[config.mk]
export PLATFORM = sky130hd
export DESIGN_NAME = in_buffer_writer
export DESIGN_NICKNAME = d
export VERILOG_FILES = /design/src/rtl/in_buffer_writer.sv
export SDC_FILE = /design/constraint.sdc
export NUM_CORES = 1
export LEC_CHECK = 0
export CAP_MARGIN = 40
export CORE_ASPECT_RATIO = 0.7
export CORE_UTILIZATION = 46
export CTS_CLUSTER_DIAMETER = 100
export DETAILED_ROUTE_END_ITERATION = 7
export GPL_TIMING_DRIVEN = 0
export PLACE_DENSITY = 0.91
export SLEW_MARGIN = 20
export SYNTH_ARGS = -nofsm -noshare
export SYNTH_HDL_FRONTEND = slang
export SYNTH_SLANG_ARGS = --single-unit
[constraint.sdc]
create_clock -name clk -period 3.22 [get_ports clk]
set_input_delay 0.644 -clock clk [delete_from_list [all_inputs] [get_ports clk]]
set_output_delay 0.644 -clock clk [all_outputs]
set_load 0.02 [all_outputs]
[src/rtl/in_buffer_writer.sv]
// Writes one frame of N streamed samples into the FFT input buffer and pulses done_o when it is full.
// Define BIT_REVERSE_EN to store the frame in bit-reversed address order; otherwise natural order.
module in_buffer_writer #(
    parameter int N      = 16,
    parameter int SIZE   = 4,
    parameter int DATA_W = 16
) (
    input  logic              clk,
    input  logic              rst,
    input  logic              start_i,
    input  logic              valid_i,
    input  logic [DATA_W-1:0] din,
    output logic              ready_o,
    output logic              en_wr,
    output logic [SIZE-1:0]   wr_ptr,
    output logic [DATA_W-1:0] wr_data,
    output logic              done_o,
    output logic              ovf_o
);

    typedef enum logic [1:0] {IDLE, WAIT, WRITE, DONE} state_t;

    localparam logic [SIZE:0] N_CNT = (SIZE+1)'(N);

    state_t        state;
    logic [SIZE:0] cnt;
    logic          accept;

    function automatic logic [SIZE-1:0] map_addr(input logic [SIZE:0] k);
        logic [SIZE-1:0] a;
`ifdef BIT_REVERSE_EN
        for (int i = 0; i < SIZE; i++) begin
            a[i] = k[SIZE-1-i];
        end
`else
        a = k[SIZE-1:0];
`endif
        return a;
    endfunction

    // ready depends only on registered state so the upstream path stays short
    assign ready_o = (state == WAIT) || ((state == WRITE) && (cnt < N_CNT));
    assign accept  = ready_o && valid_i;

    always_ff @(posedge clk) begin
        if (rst) begin
            state   <= IDLE;
            cnt     <= '0;
            en_wr   <= 1'b0;
            wr_ptr  <= '0;
            wr_data <= '0;
            done_o  <= 1'b0;
            ovf_o   <= 1'b0;
        end else begin
            en_wr  <= 1'b0;
            done_o <= 1'b0;
            if (accept) begin
                state   <= WRITE;
                cnt     <= cnt + 1'b1;
                en_wr   <= 1'b1;
                wr_ptr  <= map_addr(cnt);
                wr_data <= din;
            end else begin
                case (state)
                    IDLE: begin
                        if (start_i) begin
                            state <= WAIT;
                            cnt   <= '0;
                        end
                    end
                    WAIT: state <= WAIT;
                    WRITE: begin
                        if (cnt == N_CNT) begin
                            state  <= DONE;
                            done_o <= 1'b1;
                        end else begin
                            state <= WAIT;
                        end
                    end
                    DONE:    state <= IDLE;
                    default: state <= IDLE;
                endcase
            end
            // start in IDLE wins over a simultaneous sample, which is dropped silently
            if ((state == IDLE) && start_i) begin
                ovf_o <= 1'b0;
            end else if (valid_i && !ready_o) begin
                ovf_o <= 1'b1;
            end
        end
    end

endmodule

==> metrics.md, run 1 <==
| Metric | Value |
|---|---|
| Outcome | completed |
| Average wire per standard cell | 14.78 um |
| Syn avg cell area | 11.91 sq um |
| Post-synth cell types | 32 |
| Clock insertion delay at the later pin of the skew report | 0.34 ns |
| CTS Buf Count | 5 |
| Switching pwr | 0.2081 mW |
| Slew HR | 0.7617 |
| Synthesis-stage register bit count | 30 |
| Final Critical Period | 2.500 ns |
| Synth top area share | 0.5145 |
| Iteration-0 DRC Markers | 26 |
| Placed Area | 1638 sq um |
| Post-synthesis sequential area ratio | 0.5145 |
| Design area | 1702 sq um |
| First-pass GRT wire length | 4.464 mm |
| Final ANT Viol Nets | 0 |
| Initial Util | 0.5126 |
| CP required | 2.58 ns |
| # setup viols final | 0 |
| Chip width | 62.21 um |
| Placement Rows | 14 |
| Crit Path Class | reg -> out |
| DPL Wire Length | 1.869 mm |
| Global Route Usage Sum | 0.2216 |
| Post-cts resize count | 0 |
| P&R area growth vs syn | 45.77% |
| DR pass1 iterations | 3 |
| Cells after DPL | 173 |
| PwrDens | 458.6 nW/um^2 |
| Clock power frac | 0.304 |
| Least-Margin Pin Slew | 0.3564 ns |
| Synth Cell Area | 1167 sq um |
| Final Wtd Congestion | 0.8126 |
| EDFF count, synth | 0 |
| Postcts setup bufs | 0 |
| Total Power | 0.7804 mW |
| Final wirelength | 2.676 mm |
| Io pins | 44 |
| Synthesis warning total | 0 |
| CTS tree | built |
| Vias after detailed routing | 942 |
| Hold crit path type | reg -> reg |
| VDD IR max | 0.3089 mV |
| Final Hold Viols | 0 |
| Cell taking the most area after synthesis | dfxtp_1 |
| Critical Path End Type | output port |
| Achievable frequency | 400.0 MHz |
| Syn_nets | 120 |
| Post-synth ARST share | 0 |
| Net Sw Frac | 0.2666 |
| Pins Over Slew Limit | 0 |
| Setup TNS | 0 ns |
| Crit path arrival time | 1.86 ns |
| Fin cells | 181 |
| Vias in the first global route | 912 |
| Initial antenna violation count | 0 |
| CTS Buffer Depth | 2 |
| CP Max Fanout | 10 |
| Core box area | 2277 sq um |
| Clk_skew | 0.01120 ns |
| Flop pwr share | 0.511 |
| Post-synth top flop | dfxtp_1 |
| Pleak | 0.6486 nW |
| GRT Residual Overflow | 0 |
| RSZ-0062 raised after global routing | false |
| Final Util | 0.7473 |
| Nets | 170 |
| IO Port Bufs | 43 |
| Gate power share | 0.185 |
| Vias per cell | 5.204 |
| Clk sink count | 30 |
| Die height | 44.15 um |
| Fillers | 163 |
| Max-cap viol count | 0 |
| Hold-fix buffers, CTS | 0 |
| Ranking of synthesized cells by area | dfxtp_1, a22o_1, buf_6, ha_1, xnor2_1 |
| Final worst path period share | 0.7765 |
| Die Area | 2747 sq um |
| Root Buffer | clkbuf_4 |
| DRC Markers | 0 |
| Internal power | 0.5723 mW |
| Ant diodes | 0 |
| Reg clk slew, reported paths | 0.10 ns |
| Syn Inst Count | 98 |
| Largest net degree at the start of global routing | 11 |
| H-tree level count | 2 |
| Crit start category | flop |
| Layout cells sized above 1 | 0.1477 |
per-layer routing:
layer,up-vias,part of all wire,track usage
met4,0,0.0030,0.06977
li1,471,-,-
met3,2,0.067,0.09021
met1,437,0.46,0.2649
met5,-,0,0
met2,32,0.47,0.3736
cells in the mapped netlist, types with 2 or more instances:
cell	count
nand3_1	3
buf_6	5
a22o_1	22
xnor2_1	2
dfxtp_1	30
ha_1	2
inv_1	3
nand2_1	2
a21oi_1	3
nor2_1	2
nor3_1	3
cell families (layout without fill, tap and decap cells):
group | after synthesis | count (layout) | synth area share
adders and majority gates | 2 | 2 | 0.02143
xor gates and xnor gates | 2 | 2 | 0.01501
buffers and inverters | 9 | 60 | 0.06431
and+or+nand+nor | 22 | 22 | 0.1340
muxes | 2 | 2 | 0.02250
AOI/OAI and AO/OA | 31 | 31 | 0.2283
DFF | 30 | 30 | 0.5145
final cells by class:
| class | instances | area [sq um] | share of cell area |
|---|---|---|---|
| clock buffers | 6 | 51.30 | 0.03015 |
| clock inverters | 2 | 12.51 | 0.007353 |
| plain buffers | 6 | 63.81 | 0.03750 |
| multi-input cells | 59 | 491.7 | 0.2890 |
| well taps | 32 | 40.04 | 0.02353 |
| inverters | 3 | 11.26 | 0.006618 |
| repair buffers | 43 | 430.4 | 0.2529 |
| flip-flops and latches | 30 | 600.6 | 0.3529 |
registers in the layout (all words and copies together), names as in the netlist:
name	flops
en_wr	1
cnt	5
done_o	1
state	2
wr_ptr	4
ovf_o	1
wr_data	16
power groups by stage:
stage	sequential [mW]	clock [mW]	combinational [mW]
floorplan	0.423	0	0.0586
global placement	0.406	0	0.140
detailed placement	0.407	0	0.144
CTS	0.399	0.239	0.145
global route	0.401	0.259	0.155
finish	0.399	0.237	0.145
path summary, 6_finish.rpt:
| path | cells past startpoint | slack, ns | startpoint | endpoint |
|---|---|---|---|---|
| hold / removal | 1 | 0.48 | wr_ptr[1]$_SDFFE_PP0P_ | wr_ptr[1]$_SDFFE_PP0P_ |
| setup reg to reg | 4 | 1.74 | cnt[4]$_SDFFE_PP0P_ | wr_data[13]$_SDFFE_PP0P_ |
| hold reg to reg | 1 | 0.48 | wr_ptr[1]$_SDFFE_PP0P_ | wr_ptr[1]$_SDFFE_PP0P_ |
| setup / recovery | 4 | 0.72 | state[0]$_SDFFE_PP0P_ | ready_o |
stage by stage:
step                      worst slack (ns)  hold slack, ns
after floorplan                      1.631          0.4955
after global placement               1.070          0.4550
after detailed placement             1.037          0.4562
after CTS                           0.7185          0.4824
after global routing                0.6521          0.5046
final                               0.7198          0.4828
worst max-delay path, stage by stage, from the launching register on:
cell and delay [ns]:
dfxtp_1 0.34, buf_6 0.14, or3b_1 0.38, nand2_1 0.07, clkdlybuf4s50_1 0.59
cell usage in the layout (no fill, tap or decap), drive strengths merged:
| cell | count |
|---|---|
| ha | 2 |
| and3 | 1 |
| dfxtp | 30 |
| mux2 | 2 |
| a211oi | 1 |
| nor3 | 4 |
| and2 | 1 |
| nand2 | 2 |
| a31o | 1 |
| or3b | 2 |
| nor2b | 1 |
| buf | 6 |
| nor2 | 2 |
| inv | 3 |
| clkbuf | 6 |
| a22o | 22 |
| a21oi | 4 |
| a31oi | 1 |
| nand4bb | 1 |
| clkinvlp | 1 |
| and4bb | 1 |
| a221o | 1 |
| nor3b | 1 |
| nand3b | 1 |
| nand3 | 3 |
| and3b | 1 |
| o21ai | 1 |
| clkinv | 1 |
| nand2b | 1 |
| xnor2 | 2 |
| clkdlybuf4s50 | 43 |
(Power assumes the default switching activity.)
==> run 2, diff against run 1 <==
CORE_UTILIZATION = 38   (was 46)
PLACE_DENSITY = 0.81   (was 0.91)
clock period = 2.1 ns   (was 3.22 ns; I/O delays follow)
==> run 2 against run 1 <==
Net effect:
- cell count grew 1.7%
- total power grew 59%
- sequential power grew 54%
==> metrics.md, run 2 (synthesis gave the netlist of run 1 again) <==
| Metric | Value |
|---|---|
| Outcome | completed |
| Pins Over Slew Limit | 0 |
| CTS Buf Count | 5 |
| First-pass GRT wire length | 4.422 mm |
| Iteration-0 DRC Markers | 48 |
| CTS tree | built |
| Cells after DPL | 177 |
| Final wirelength | 2.575 mm |
| Achievable frequency | 526.3 MHz |
| CP max stage delay | 0.36 ns |
| Critical Path End Type | output port |
| DR pass1 iterations | 4 |
| Reg with most FFs | wr_data |
| Post-Place Setup Slack | 0.1346 ns |
| Crit path arrival time | 1.48 ns |
| IO Port Bufs | 43 |
| Max-cap viol count | 0 |
| Final Wtd Congestion | 0.7787 |
| Chip width | 68.25 um |
| DRC Markers | 0 |
| Average wire per standard cell | 13.99 um |
| GRT Residual Overflow | 0 |
| Vias per cell | 5.136 |
| CTS Buffer Depth | 2 |
| Crit start category | flop |
| Placed Area | 1643 sq um |
| Vias in the first global route | 961 |
| Nets | 170 |
| Slew HR | 0.7526 |
| Global Route Usage Sum | 0.1843 |
| DPL Wire Length | 1.851 mm |
| RSZ-0062 raised after global routing | false |
| Hold crit path type | reg -> reg |
| Ant diodes | 0 |
| Layout cells sized above 1 | 0.1284 |
| CP max stage cell | or3b_1 |
| Top delay family on crit path | buffers and inverters |
| Total Power | 1.240 mW |
| H-tree level count | 2 |
| Reg clk slew, reported paths | 0.06 ns |
| Most frequent cells in the layout | clkdlybuf4s50_1, dfxtp_1, a22o_1 |
| Initial Util | 0.4078 |
| WP buf/inv | 2 |
| Die Area | 3301 sq um |
| Final worst path period share | 0.9048 |
| Vias after detailed routing | 945 |
| # setup viols final | 0 |
| Commonest non-fill, non-tap cell in the layout | clkdlybuf4s50_1 |
| Pleak | 0.6555 nW |
| Clk sink count | 30 |
| Placement Rows | 16 |
| Final Hold Viols | 0 |
| Final Critical Period | 1.900 ns |
| VDD IR max | 0.3523 mV |
| Design area | 1718 sq um |
| Root Buffer | clkbuf_8 |
| Final ANT Viol Nets | 0 |
| Clk_skew | 0.005363 ns |
| Die height | 48.37 um |
| PwrDens | 722.1 nW/um^2 |
| Largest net degree at the start of global routing | 11 |
| P&R area growth vs syn | 47.16% |
| Final worst slack | 0.1999 ns |
| Hold-fix buffers, CTS | 0 |
| Fin cells | 184 |
| Io pins | 44 |
| Max FFs per register | 16 |
| Least-Margin Pin Slew | 0.3699 ns |
| Largest regs | wr_data (16), cnt (5), wr_ptr (4) |
| CP Max Fanout | 10 |
| Setup TNS | 0 ns |
| Critical path, cell by cell | buf_6 > or3b_1 > nand2_1 > dlygate4sd2_1 |
| Initial antenna violation count | 0 |
| Core box area | 2863 sq um |
| CP required | 1.68 ns |
| Crit Path Class | reg -> out |
| Clock insertion delay at the later pin of the skew report | 0.27 ns |
run 2: repair_timing:
item	4_1_cts	5_1_grt
buffers inserted	0	0
resized for setup	1	0
endpoints found under the setup margin	1	0
run 2: final timing paths:
kind | slack, ns | cells past startpoint | to | from
worst min-delay path | 0.47 | 2 | wr_ptr[0]$_SDFFE_PP0P_ | wr_ptr[0]$_SDFFE_PP0P_
worst min register to register | 0.47 | 2 | wr_ptr[0]$_SDFFE_PP0P_ | wr_ptr[0]$_SDFFE_PP0P_
worst max-delay path | 0.20 | 4 | ready_o | state[0]$_SDFFE_PP0P_
worst max register to register | 0.67 | 4 | wr_data[2]$_SDFFE_PP0P_ | cnt[4]$_SDFFE_PP0P_
run 2: cell type report:
class                   count  area [sq um]
plain buffers               6         63.81
clock buffers               7         76.32
fillers                   237          1145
inverters                   3         11.26
multi-input cells          59         491.7
flip-flops and latches     30         600.6
well taps                  36         45.04
repair buffers             43         429.2
run 2: power by group:
group	switching, mW	total, mW	internal, mW
Combinational	0.0992	0.219	0.119
Clock	0.182	0.409	0.227
Sequential	0.0158	0.613	0.597
run 2: through the flow:
step	util	hold WS [ns]
finish	0.6001	0.4705
global route	0.6001	0.4879
CTS	0.6001	0.4709
detailed placement	0.5739	0.4566
global placement	0.5739	0.4576
floorplan	-	0.4891
run 2: layer usage:
layer,vias to the layer above,GRT usage,share of wire
li1,465,-,-
met5,-,0,0
met1,446,0.2310,0.45
met3,6,0.07075,0.068
met2,28,0.2810,0.46
met4,0,0.07292,0.014
run 2: worst register-to-register path, cell delays in order, from the launching register on:
cell and delay [ns]:
dfxtp_1 0.37, nand4bb_2 0.32, a21oi_4 0.32, buf_4 0.23
a22o_1 0.15
==> run 3, diff against run 2 <==
CORE_UTILIZATION = 54   (was 38)
DONT_BUFFER_PORTS = 1   (was default)
GPL_ROUTABILITY_DRIVEN = 0   (was default)
PLACE_DENSITY = 0.8   (was 0.81)
==> run 3 against run 2 <==
Net effect:
- the run now ends with DRC left
- sequential cell count is the same
- clock skew grew 0.0031 ns
- clock power shrank 13%
- largest cell class unchanged
- highest routed layer unchanged
==> metrics.md, run 3 (synthesis gave the netlist of run 1 again) <==
| Metric | Value |
|---|---|
| Outcome | finished, violations left |
| Violated checks | DRC |
| DRC Markers | 3 |
| Initial Util | 0.6031 |
| Average wire per standard cell | 15.81 um |
| Placed Area | 1195 sq um |
| Total Power | 1.099 mW |
| Final worst path period share | 0.8379 |
| RSZ-0062 raised after global routing | false |
| Commonest non-fill, non-tap cell in the layout | dfxtp_1 |
| CP Max Fanout | 10 |
| Achievable frequency | 568.3 MHz |
| Largest net degree at the start of global routing | 11 |
| Hold crit path type | in -> reg |
| Pins Over Slew Limit | 0 |
| Most frequent cells in the layout | dfxtp_1, a22o_1, buf_6, clkbuf_4 |
| Root Buffer | clkbuf_4 |
| Post-cts resize count | 0 |
| Slew HR | 0.7813 |
| Reg with most FFs | wr_data |
| Layout cells sized above 1 | 0.2075 |
| Crit Path Class | reg -> out |
| Max-cap viol count | 0 |
| Cells after DPL | 120 |
| Multi-input gate area | 491.7 sq um |
| Placement Rows | 13 |
| Final Critical Period | 1.760 ns |
| Postcts setup bufs | 0 |
| Fin cells | 128 |
| Hold-fix buffers, CTS | 0 |
| Chip width | 57.57 um |
| Design area | 1259 sq um |
| H-tree level count | 2 |
| Vias after detailed routing | 756 |
| CTS Buf Count | 5 |
| VDD IR max | 0.4437 mV |
| DR pass1 iterations | 8 |
| Largest regs | wr_data (16), cnt (5), wr_ptr (4) |
| Die Area | 2355 sq um |
| GRT Residual Overflow | 0 |
| Final Util | 0.6503 |
| CTS Buffer Depth | 2 |
| Final wirelength | 2.024 mm |
| Critical Path End Type | output port |
| # setup viols final | 0 |
| Final ANT Viol Nets | 0 |
| Final Hold Viols | 0 |
| Nets | 127 |
| CP required | 1.68 ns |
| IO Port Bufs | 0 |
| Least-Margin Pin Slew | 0.3275 ns |
| Global Route Usage Sum | 0.1748 |
| Vias in the first global route | 625 |
| Io pins | 44 |
| Max FFs per register | 16 |
| Crit start category | flop |
| Vias per cell | 5.906 |
| Initial antenna violation count | 0 |
| Clk_skew | 0.008468 ns |
| Clk sink count | 30 |
| DPL Wire Length | 1.411 mm |
| Fillers | 146 |
| Die height | 40.90 um |
| Reg clk slew, reported paths | 0.10 ns |
| Setup TNS | 0 ns |
| PwrDens | 872.9 nW/um^2 |
| P&R area growth vs syn | 7.824% |
| Crit path arrival time | 1.34 ns |
| First-pass GRT wire length | 2.829 mm |
| Pleak | 0.4913 nW |
| Sequential cell area | 600.6 sq um |
| Clock insertion delay at the later pin of the skew report | 0.32 ns |
| CTS tree | built |
| Core box area | 1936 sq um |
| Iteration-0 DRC Markers | 28 |
| Ant diodes | 0 |
-- run 3: cell count changes in the layout (fill, tap and decap cells not counted) --
cell	delta
clkdlybuf4s50_1	-42
clkinv_2	+1
clkbuf_1	-2
clkbuf_4	+5
clkbuf_8	-4
dlygate4sd2_1	-1
clkinvlp_4	+1
-- run 3: final cells by class --
type,instances,share of cell area
sequential,30,0.4771
multi-input combinational,59,0.3907
buffer,6,0.05070
clock buffer,6,0.04076
tap,22,0.02187
clock inverter,2,0.009940
inverter,3,0.008946
-- run 3: layer usage --
layer / vias to the layer above / part of all wire / GRT usage
met3: 2 / 0.083 / 0.09464
li1: 387 / - / -
met1: 335 / 0.51 / 0.2256
met2: 32 / 0.40 / 0.2413
met4: 0 / 0.0044 / 0.07317
met5: - / 0 / 0
-- run 3: final timing paths --
path | to | slack (ns) | cells past startpoint | startpoint
setup / recovery | ready_o | 0.34 | 3 | state[0]$_SDFFE_PP0P_
hold / removal | wr_ptr[0]$_SDFFE_PP0P_ | 0.15 | 1 | rst
setup reg to reg | cnt[0]$_SDFFE_PP0P_ | 0.67 | 4 | state[0]$_SDFFE_PP0P_
hold reg to reg | wr_ptr[0]$_SDFFE_PP0P_ | 0.56 | 2 | cnt[0]$_SDFFE_PP0P_
-- run 3: power by group --
| group | switching (mW) | internal [mW] |
|---|---|---|
| registers | 0.0447 | 0.596 |
| logic | 0.0525 | 0.0520 |
| clock network | 0.193 | 0.161 |
-- run 3: worst max-delay path, stage by stage (launching register included) --
cell,delay [ns]
dfxtp_1,0.34
buf_6,0.14
or3b_1,0.37
nand2_1,0.18
-- run 3: metrics by stage --
| stage | hold WS (ns) | worst slack (ns) |
|---|---|---|
| floorplan | 0.4891 | 0.7354 |
| global placement | 0.4939 | 0.6973 |
| detailed placement | 0.4915 | 0.7072 |
| CTS | 0.1400 | 0.3231 |
| global route | 0.1410 | 0.2626 |
| finish | 0.1548 | 0.3404 |
